==> config.mk <==
export PLATFORM = sky130hd
export DESIGN_NAME = shift_register_fifo_v2_flat
export DESIGN_NICKNAME = d
export VERILOG_FILES = /design/src/rtl/shift_fifo_pkg.sv /design/src/rtl/shift_register_fifo_v2_if.sv /design/src/rtl/FF.sv /design/src/rtl/shift_register_fifo_v2.sv /design/src/flat_wrapper.sv
export SDC_FILE = /design/constraint.sdc
export NUM_CORES = 1
export LEC_CHECK = 0
export CORE_AREA = 5 5 118 109
export DETAILED_ROUTE_END_ITERATION = 12
export DIE_AREA = 0 0 123 114
export PLACE_DENSITY_LB_ADDON = 0.3
export SYNTH_ARGS = -nofsm -noshare
export SYNTH_HDL_FRONTEND = slang
export SYNTH_SLANG_ARGS = --single-unit
==> constraint.sdc <==
create_clock -name clk -period 5.9 [get_ports clk]
set_clock_uncertainty 0.2 [all_clocks]
set_input_delay 1.18 -clock clk [delete_from_list [all_inputs] [get_ports clk]]
set_output_delay 1.18 -clock clk [all_outputs]
set_load 0.02 [all_outputs]
==> src/rtl/shift_fifo_pkg.sv <==
// Shared constants and helpers for the shift-register FIFO.
package shift_fifo_pkg;

   localparam int MODE_RAW       = 0;
   localparam int MODE_HANDSHAKE = 1;

   function automatic int cnt_width(input int depth);
      return $clog2(depth + 1);
   endfunction

endpackage

==> src/rtl/shift_register_fifo_v2_if.sv <==
// Push/pop handshake bundle; master is the environment, slave is the FIFO.
interface shift_register_fifo_v2_if #(
   parameter int WIDTH = 8
);
   logic             in_valid;
   logic [WIDTH-1:0] in_data;
   logic             in_ready;
   logic             out_valid;
   logic             out_ready;
   logic [WIDTH-1:0] out_data;

   modport master (
      output in_valid, in_data, out_ready,
      input  in_ready, out_valid, out_data
   );

   modport slave (
      input  in_valid, in_data, out_ready,
      output in_ready, out_valid, out_data
   );
endinterface

==> src/rtl/FF.sv <==
// Enabled register cell with active-high async reset to INIT.
module FF #(
   parameter int               WIDTH = 8,
   parameter logic [WIDTH-1:0] INIT  = '0
) (
   input  logic             clk,
   input  logic             rst,
   input  logic             en,
   input  logic [WIDTH-1:0] d,
   output logic [WIDTH-1:0] q
);

   always_ff @(posedge clk or posedge rst) begin
      if (rst)     q <= INIT;
      else if (en) q <= d;
   end

endmodule

==> src/rtl/shift_register_fifo_v2.sv <==
// First-word-fall-through shift FIFO, head at entry 0; pushes visible after 1 cycle.
// MODE 1 backpressures via in_ready; MODE 0 always ready, drops illegal ops and flags them.
module shift_register_fifo_v2
   import shift_fifo_pkg::*;
#(
   parameter int WIDTH      = 8,
   parameter int DEPTH      = 8,
   parameter int MODE       = 1,
   parameter int AFULL_LVL  = DEPTH - 1,
   parameter int AEMPTY_LVL = 1,
   parameter int CNTWID     = cnt_width(DEPTH)
) (
   input  logic                 clk,
   input  logic                 rst_n,
   input  logic                 clr,
   shift_register_fifo_v2_if.slave bus,
   output logic [CNTWID-1:0]    count,
   output logic                 empty,
   output logic                 full,
   output logic                 almost_full,
   output logic                 almost_empty,
   output logic                 overflow,
   output logic                 underflow
);

   localparam bit               HS       = (MODE == MODE_HANDSHAKE);
   localparam logic [CNTWID-1:0] DEPTH_C  = CNTWID'(DEPTH);
   localparam logic [CNTWID-1:0] AFULL_C  = CNTWID'(AFULL_LVL);
   localparam logic [CNTWID-1:0] AEMPTY_C = CNTWID'(AEMPTY_LVL);

   logic [WIDTH-1:0]  entry [DEPTH];
   logic              push;
   logic              pop;
   logic [CNTWID-1:0] wr_idx;

   assign empty        = (count == '0);
   assign full         = (count == DEPTH_C);
   assign almost_full  = (count >= AFULL_C);
   assign almost_empty = (count <= AEMPTY_C);

   assign pop    = bus.out_ready & ~empty;
   assign push   = HS ? (bus.in_valid & ~full) : (bus.in_valid & (~full | pop));
   assign wr_idx = count - CNTWID'(pop);

   assign bus.in_ready  = HS ? ~full : 1'b1;
   assign bus.out_valid = ~empty;
   assign bus.out_data  = entry[0];

   // Each slot either takes new data, shifts toward the head, or is cleared.
   for (genvar i = 0; i < DEPTH; i++) begin : g_entry
      logic [WIDTH-1:0] shift_src;
      logic [WIDTH-1:0] nxt;
      logic             en;

      if (i < DEPTH - 1) begin : g_mid
         assign shift_src = entry[i+1];
      end else begin : g_last
         assign shift_src = '0;
      end

      always_comb begin
         nxt = entry[i];
         if (clr)                                   nxt = '0;
         else if (push && (wr_idx == CNTWID'(i)))   nxt = bus.in_data;
         else if (pop)                              nxt = shift_src;
      end

      assign en = pop | (push & (count == CNTWID'(i))) | clr;

      FF #(.WIDTH(WIDTH), .INIT('0)) u_ff (
         .clk (clk),
         .rst (~rst_n),
         .en  (en),
         .d   (nxt),
         .q   (entry[i])
      );
   end

   always_ff @(posedge clk or negedge rst_n) begin
      if (!rst_n) begin
         count     <= '0;
         overflow  <= 1'b0;
         underflow <= 1'b0;
      end else if (clr) begin
         count     <= '0;
         overflow  <= 1'b0;
         underflow <= 1'b0;
      end else begin
         count     <= count + CNTWID'(push) - CNTWID'(pop);
         overflow  <= overflow | (!HS && bus.in_valid && full && !bus.out_ready);
         underflow <= underflow | (bus.out_ready && empty);
      end
   end

endmodule

==> src/flat_wrapper.sv <==
// flat-port wrapper written by rule: the top's interface ports become plain ports
module shift_register_fifo_v2_flat import shift_fifo_pkg::*;
#(
   parameter int WIDTH      = 8,
   parameter int DEPTH      = 8,
   parameter int MODE       = 1,
   parameter int AFULL_LVL  = DEPTH - 1,
   parameter int AEMPTY_LVL = 1,
   parameter int CNTWID     = cnt_width(DEPTH)
)
  (clk, rst_n, clr, count, empty, full, almost_full, almost_empty, overflow, underflow, bus_in_valid, bus_in_data, bus_out_ready, bus_in_ready, bus_out_valid, bus_out_data);
  shift_register_fifo_v2_if #(.WIDTH(WIDTH)) bus_i ();
  input  logic clk;
  input  logic rst_n;
  input  logic clr;
  output logic [CNTWID-1:0] count;
  output logic empty;
  output logic full;
  output logic almost_full;
  output logic almost_empty;
  output logic overflow;
  output logic underflow;
  input wire logic [$bits(bus_i.in_valid)-1:0] bus_in_valid;
  input wire logic [$bits(bus_i.in_data)-1:0] bus_in_data;
  input wire logic [$bits(bus_i.out_ready)-1:0] bus_out_ready;
  output wire logic [$bits(bus_i.in_ready)-1:0] bus_in_ready;
  output wire logic [$bits(bus_i.out_valid)-1:0] bus_out_valid;
  output wire logic [$bits(bus_i.out_data)-1:0] bus_out_data;
  assign bus_i.in_valid = bus_in_valid;
  assign bus_i.in_data = bus_in_data;
  assign bus_i.out_ready = bus_out_ready;
  assign bus_in_ready = bus_i.in_ready;
  assign bus_out_valid = bus_i.out_valid;
  assign bus_out_data = bus_i.out_data;
  shift_register_fifo_v2 #(.WIDTH(WIDTH), .DEPTH(DEPTH), .MODE(MODE), .AFULL_LVL(AFULL_LVL), .AEMPTY_LVL(AEMPTY_LVL), .CNTWID(CNTWID)) u_core (.clk(clk), .rst_n(rst_n), .clr(clr), .bus(bus_i), .count(count), .empty(empty), .full(full), .almost_full(almost_full), .almost_empty(almost_empty), .overflow(overflow), .underflow(underflow));
endmodule
After elaboration in Yosys (flattened, before gate mapping)
Index checks and enable logic that the tools add are counted.
{ "classes": {"mux": 26, "bitwise_logic": 29, "eq_ne": 15, "n_lt_le_gt_ge": 2, "addsub": 3, "reduce_logical": 27} }
{ "ops": {"columns": ["operator", "count"], "rows": [
  ["$mux W8", 24],
  ["$eq A4 B3 Y1 const B", 8],
  ["$reduce_bool A3 Y1", 8],
  ["$or A1 B1 Y1", 17],
  ["$eq A4 B2 Y1 const B", 4],
  ["$reduce_and A2 Y1", 8],
  ["$and A1 B1 Y1", 10],
  ["$logic_and A1 B1 Y1", 9],
  ["$eq A4 B1 Y1 const B", 2],
  ["$logic_not A4 Y1", 2],
  ["$sub A4 B1 Y4", 2],
  ["$add A4 B1 Y4", 1],
  ["$eq A4 B4 Y1 const B", 1],
  ["$ge A4 B3 Y1 const B", 1],
  ["$le A4 B1 Y1 const B", 1],
  ["$mux W4", 1],
  ["$not A1 Y1", 2],
  ["$mux W1", 1]
]} }
{ "word_totals": {"inputBits": 13, "out_inout_bits": 20, "wordCells": 112, "ff_bits": 69} }

Depth between registers and ports, before layout
{ "depth": {"word_depth": 8, "ltp_mapped": 13, "ltp_nobuf": 13} }

By module
A second synthesis with hierarchy kept.
{ "unflattened": {"cells_unflattened": 467, "hier_area_um2": 5212.5} }
{ "modules_own_cells": {"columns": ["module", "n_inst", "seq_area_each_um2", "area_per_inst_um2", "cells_per_inst"], "rows": [
  ["FF", 8, 200.2, 335.3, 18],
  ["shift_register_fifo_v2", 1, 125.1, 2529.9, 323]
]} }

Least setup slack after synthesis
OpenSTA, ideal clock, no wires.
{ "synth_path": {"path_kind": "reg-to-reg", "startpoint": "register u_core.count[2]", "endpoint": "register u_core.g_entry[3].u_ff.q[0]", "arrival_time_ps": 2936, "path_stages_with_launch": 13, "setup_ps": 130, "required_time_ps": 5570, "slack_ps": 2634, "path_cell_list": "dfrtp_1 > inv_1 > ha_1 > nand2_2 > clkinv_2 > nor2b_2 > ha_1 > ha_1 > nor2_1 > and4_1 > nor4b_1 > nor2_2 > o2bb2ai_1"} }
{ "synth_between": {"elab_chain_len": 8} }
{ "synth_rtl": {"columns": ["item", "line_no", "source"], "rows": [
  ["start: declaration", "shift_register_fifo_v2.sv:17", "output logic [CNTWID-1:0] count,"],
  ["start signal: assignment", "shift_register_fifo_v2.sv:89", "count <= count + CNTWID'(push) - CNTWID'(pop);"],
  ["$logic_not A4 Y1 (*)", "shift_register_fifo_v2.sv:36", "assign empty = (count == '0);"],
  ["$not A1 Y1 (*)", null, null],
  ["named net bus_out_valid", "flat_wrapper.sv:27", "output wire logic [$bits(bus_i.out_valid)-1:0] bus_out_valid;"],
  ["$and A1 B1 Y1 (*)", "shift_register_fifo_v2.sv:41", "assign pop = bus.out_ready & ~empty;"],
  ["$sub A4 B1 Y4", "shift_register_fifo_v2.sv:43", "assign wr_idx = count - CNTWID'(pop);"],
  ["$eq A4 B2 Y1", "shift_register_fifo_v2.sv:64", "else if (push && (wr_idx == CNTWID'(i))) nxt = bus.in_data;"],
  ["$logic_and A1 B1 Y1", "shift_register_fifo_v2.sv:64", null],
  ["$reduce_bool A3 Y1 (no line) or $mux W8 (tied branches)", null, null],
  ["$reduce_and A2 Y1 (no line) or $mux W8 (tied branches)", null, null],
  ["end signal: assignment", "FF.sv:14", "if (rst) q <= INIT;"],
  ["end signal: assignment", "FF.sv:15", "else if (en) q <= d;"],
  ["end: declaration", "FF.sv:10", "output logic [WIDTH-1:0] q"]
]} }
The timed path passes the listed nets; every way through them passes the cells marked *.
A chain may end at the register's enable or synchronous reset.

Worst setup path after layout
{ "layout_path": {"startpoint": "input bus_out_ready", "endpoint": "register u_core.g_entry[1].u_ff.q[3]"} }
{ "layout_between": {"elab_chain_len": 6} }
{ "layout_rtl": {"columns": ["item", "line_no", "source"], "rows": [
  ["start: declaration", "flat_wrapper.sv:25", "input wire logic [$bits(bus_i.out_ready)-1:0] bus_out_ready;"],
  ["$and A1 B1 Y1 (*)", "shift_register_fifo_v2.sv:41", null],
  ["$sub A4 B1 Y4", "shift_register_fifo_v2.sv:43", null],
  ["$eq A4 B1 Y1", "shift_register_fifo_v2.sv:64", null],
  ["$logic_and A1 B1 Y1", "shift_register_fifo_v2.sv:64", null],
  ["$reduce_bool A3 Y1 (no line) or $mux W8 (tied branches)", null, null],
  ["$reduce_and A2 Y1 (no line) or $mux W8 (tied branches)", null, null],
  ["end signal: assignment", "FF.sv:14", null],
  ["end signal: assignment", "FF.sv:15", null],
  ["end: declaration", "FF.sv:10", null]
]} }
Every way passes the cells marked *; elsewhere a longest branch is shown, timed or not.

==> flow_summary.rst <==
.. list-table::
   :header-rows: 1

   * - Metric
     - Value
   * - Endpoint class of the critical path
     - register
   * - Routed Antenna Nets
     - 0
   * - Sum of routed wire length over all layers
     - roughly 8600 µm
   * - Clock Sinks
     - 69
   * - Half-perimeter wire length after detailed placement
     - a little over 6000 µm
   * - EDFF count, synth
     - 0
   * - Cell Count, Final, Fillers Out
     - about 510
   * - Die Area
     - approximately 0.014 mm²
   * - Register cell area after layout
     - ~0.0017 mm²
   * - Root buffer cell
     - clkbuf_16
   * - Top FF cell, synth
     - dfrtp_1
   * - Required time at the worst-slack endpoint
     - slightly below 6000 ps
   * - Number of warnings printed during yosys synthesis
     - 0
   * - Final core occ
     - roughly 40%
   * - Maximum clock rate
     - 0.2595 GHz
   * - Number of post-CTS setup repair buffers
     - 0
   * - TritonCTS clock tree
     - built
   * - # nets final
     - 373
   * - Initial antenna violation count
     - 0
   * - Start point of the worst min-delay path
     - u_core.g_entry[1].u_ff.q[6]$_DFFE_PN0P_
   * - WL per Instance
     - roughly 17 µm
   * - Mapped cell area
     - a little under 0.004 mm²
   * - Mapped Nets
     - about 350
   * - First drt pass iteration count
     - 4
   * - Headroom to the max-slew limit
     - between 20% and 30%
   * - Diode count
     - 0
   * - Final total power
     - between 1500 and 2000 µW
   * - Reg clk slew, reported paths
     - about 60 ps
   * - Number of global-route vias before repair
     - ~2600
   * - Min-Delay Path Class
     - register to register
   * - Final worst path period share
     - about 65%
   * - Measured slew at the worst slew-check pin
     - 1059 ps
   * - IO Port Bufs
     - 31
   * - Total of fill cells in the finished design
     - between 1000 and 1500
   * - Number of standard-cell rows in the floorplan
     - 38
   * - Clk_lat worst skew
     - between 300 and 400 ps
   * - DRC marker count from the first detailed-route iteration
     - just under 100
   * - Post-CTS Resized
     - 0
   * - Number of pins with negative max-slew slack in the final report
     - 0
   * - IR Drop Worst-Case VDD
     - ~0.15 mV
   * - Leak Pwr
     - between 0.0015 and 0.002 µW
   * - Area occupied by multi-input gates
     - just over 0.002 mm²
   * - Max_cap viols
     - 0
   * - Floorplan core area
     - 0.01165 mm²
   * - Leading cell types in the layout, fill and taps excluded
     - 69 x dfrtp_1, 64 x mux2i_1, 56 x o2bb2ai_1, 30 x clkdlybuf4s50_1, 15 x inv_1
   * - Width of the die
     - approximately 120 µm
   * - Critical path arrival
     - ~3900 ps
   * - Hold bufs inserted after CTS
     - 0
   * - Count of mapped cells out of synthesis
     - 319
   * - Flip-flop and latch count after synthesis
     - between 60 and 70
   * - Sequential share of the synthesized area
     - 43.89%
   * - Pwr per Cell Area
     - roughly 430 mW/mm²
   * - Die height
     - about 110 µm
   * - Remaining DRCs
     - 0
   * - Critical path launch point type
     - input port
   * - RD Place Congestion
     - 0.7800
   * - # setup viols final
     - 0
   * - Critical path origin
     - bus_out_ready
   * - Via count
     - between 2000 and 3000
   * - Worst-path maximum fanout
     - 8
   * - CTS HTree Levels
     - 3
   * - Setup_tns
     - 0 ps
   * - GRT Residual Overflow
     - 0
   * - Boundary Pins
     - 33
   * - Final hold violation count
     - 0
   * - Worst hold slack after final layout
     - between 200 and 300 ps
   * - Run status
     - completed
   * - Avg Vias per Cell
     - slightly below 5
   * - Cell Count Post-Placement
     - between 400 and 500
   * - Unrepaired setup endpoints after global routing
     - false
   * - Area growth from synthesis to layout
     - 17.46%
   * - GRT Resource Usage Total
     - between 10% and 20%
   * - Share of async-settable or async-resettable flops after synthesis
     - 100.0%
   * - Pin count of the biggest net entering global routing
     - 70
   * - Number of buffers inserted during clock tree synthesis
     - 9
   * - Period minus WS final
     - 3854 ps
   * - CTS max path bufs
     - 2
   * - First-pass GRT wire length
     - ~15000 µm
   * - Source of the worst register-to-register timing path
     - u_core.count[2]$_DFF_PN0_
   * - Mean cell area of the mapped netlist
     - around 12 µm²
   * - Starting density of the core
     - about a third
   * - Most frequent standard cell in the layout excluding fill and tap cells
     - dfrtp_1
   * - Library cells used by synthesis
     - 45
   * - Ratio of cells with drive above 1 in the final layout
     - 15.91%
   * - Category of the critical setup timing path
     - input port to register
cells by family after synthesis:
logic type	Yosys count	synth area share (%)
mux	64	16.28
simple gates	66	13.52
other cells	1	0.09533
compound gates	71	16.83
xor+xnor	4	0.8907
buf+inv	31	4.166
fa+ha+maj	13	4.326
flops	69	43.89
metal layers:
layer  vias up  wire length, µm  track usage, %
li1       1250                -               -
met1      1213             4483           19.60
met2        55             3752           18.80
met3         2              356           3.173
met4         0               42           3.100
met5         -                0               0
worst paths after layout:
check	to	slack, ps	cells after the start
worst max-delay path	u_core.g_entry[1].u_ff.q[3]$_DFFE_PN0P_	2050	9
worst min-delay path	u_core.g_entry[1].u_ff.q[6]$_DFFE_PN0P_	290	1
worst max register to register	u_core.g_entry[1].u_ff.q[3]$_DFFE_PN0P_	2350	12
worst min register to register	u_core.g_entry[1].u_ff.q[6]$_DFFE_PN0P_	290	1
max in group asynchronous	u_core.count[1]$_DFF_PN0_	4070	2
min in group asynchronous	u_core.g_entry[1].u_ff.q[7]$_DFFE_PN0P_	830	2
registers in the layout, indices dropped and copies added (netlist names):
register / flops
u_core.g_entry.u_ff.q: 64
u_core.count: 4
u_core.underflow: 1
stage by stage:
step	setup WS (ps)	area [µm²]
after floorplan	2634	3934
after global placement	1755	4344
after detailed placement	1781	4344
after CTS	2005	4621
after global routing	1876	4621
final	2046	4621
worst max-delay path, cell delays in order:
cell and delay [ps]:
clkdlybuf4s50_1 420, nor2b_2 180, ha_1 210, ha_1 330, nor2b_1 290, nand4_1 190
nor4_1 590, o21bai_2 240, o2bb2ai_1 250
power by group:
group	switching, µW	total, µW	internal, µW
clock network	215	501	286
registers	51.2	585	534
logic	540	887	347
total	806	1970	1170
layout make-up:
| class | count | share of cell area (%) |
|---|---|---|
| inverter | 16 | 1.327 |
| clock inverter | 7 | 1.110 |
| tap | 160 | 4.333 |
| clock buffer | 9 | 4.874 |
| sequential | 69 | 37.37 |
| multi-input combinational | 219 | 44.22 |
| timing repair buffer | 32 | 6.770 |
Yosys cell counts, types with 3 or more instances:
cell | number | share of area [%]
nor4_1 | 3 | 0.48
o21bai_4 | 3 | 1.4
nor3_4 | 7 | 2.9
buf_6 | 3 | 0.86
buf_1 | 8 | 0.76
o21bai_2 | 4 | 1.1
o2bb2ai_1 | 56 | 12
nand4_1 | 3 | 0.48
ha_1 | 12 | 3.8
nor2_1 | 6 | 0.57
dfrtp_1 | 69 | 44
nor2_4 | 4 | 1.1
nor2_2 | 5 | 0.80
nand3_4 | 3 | 1.3
nand2_1 | 11 | 1.0
inv_1 | 15 | 1.4
mux2i_1 | 64 | 16
a21oi_1 | 4 | 0.51
nor2b_1 | 3 | 0.48
Power figures use the tool's default switching activity.
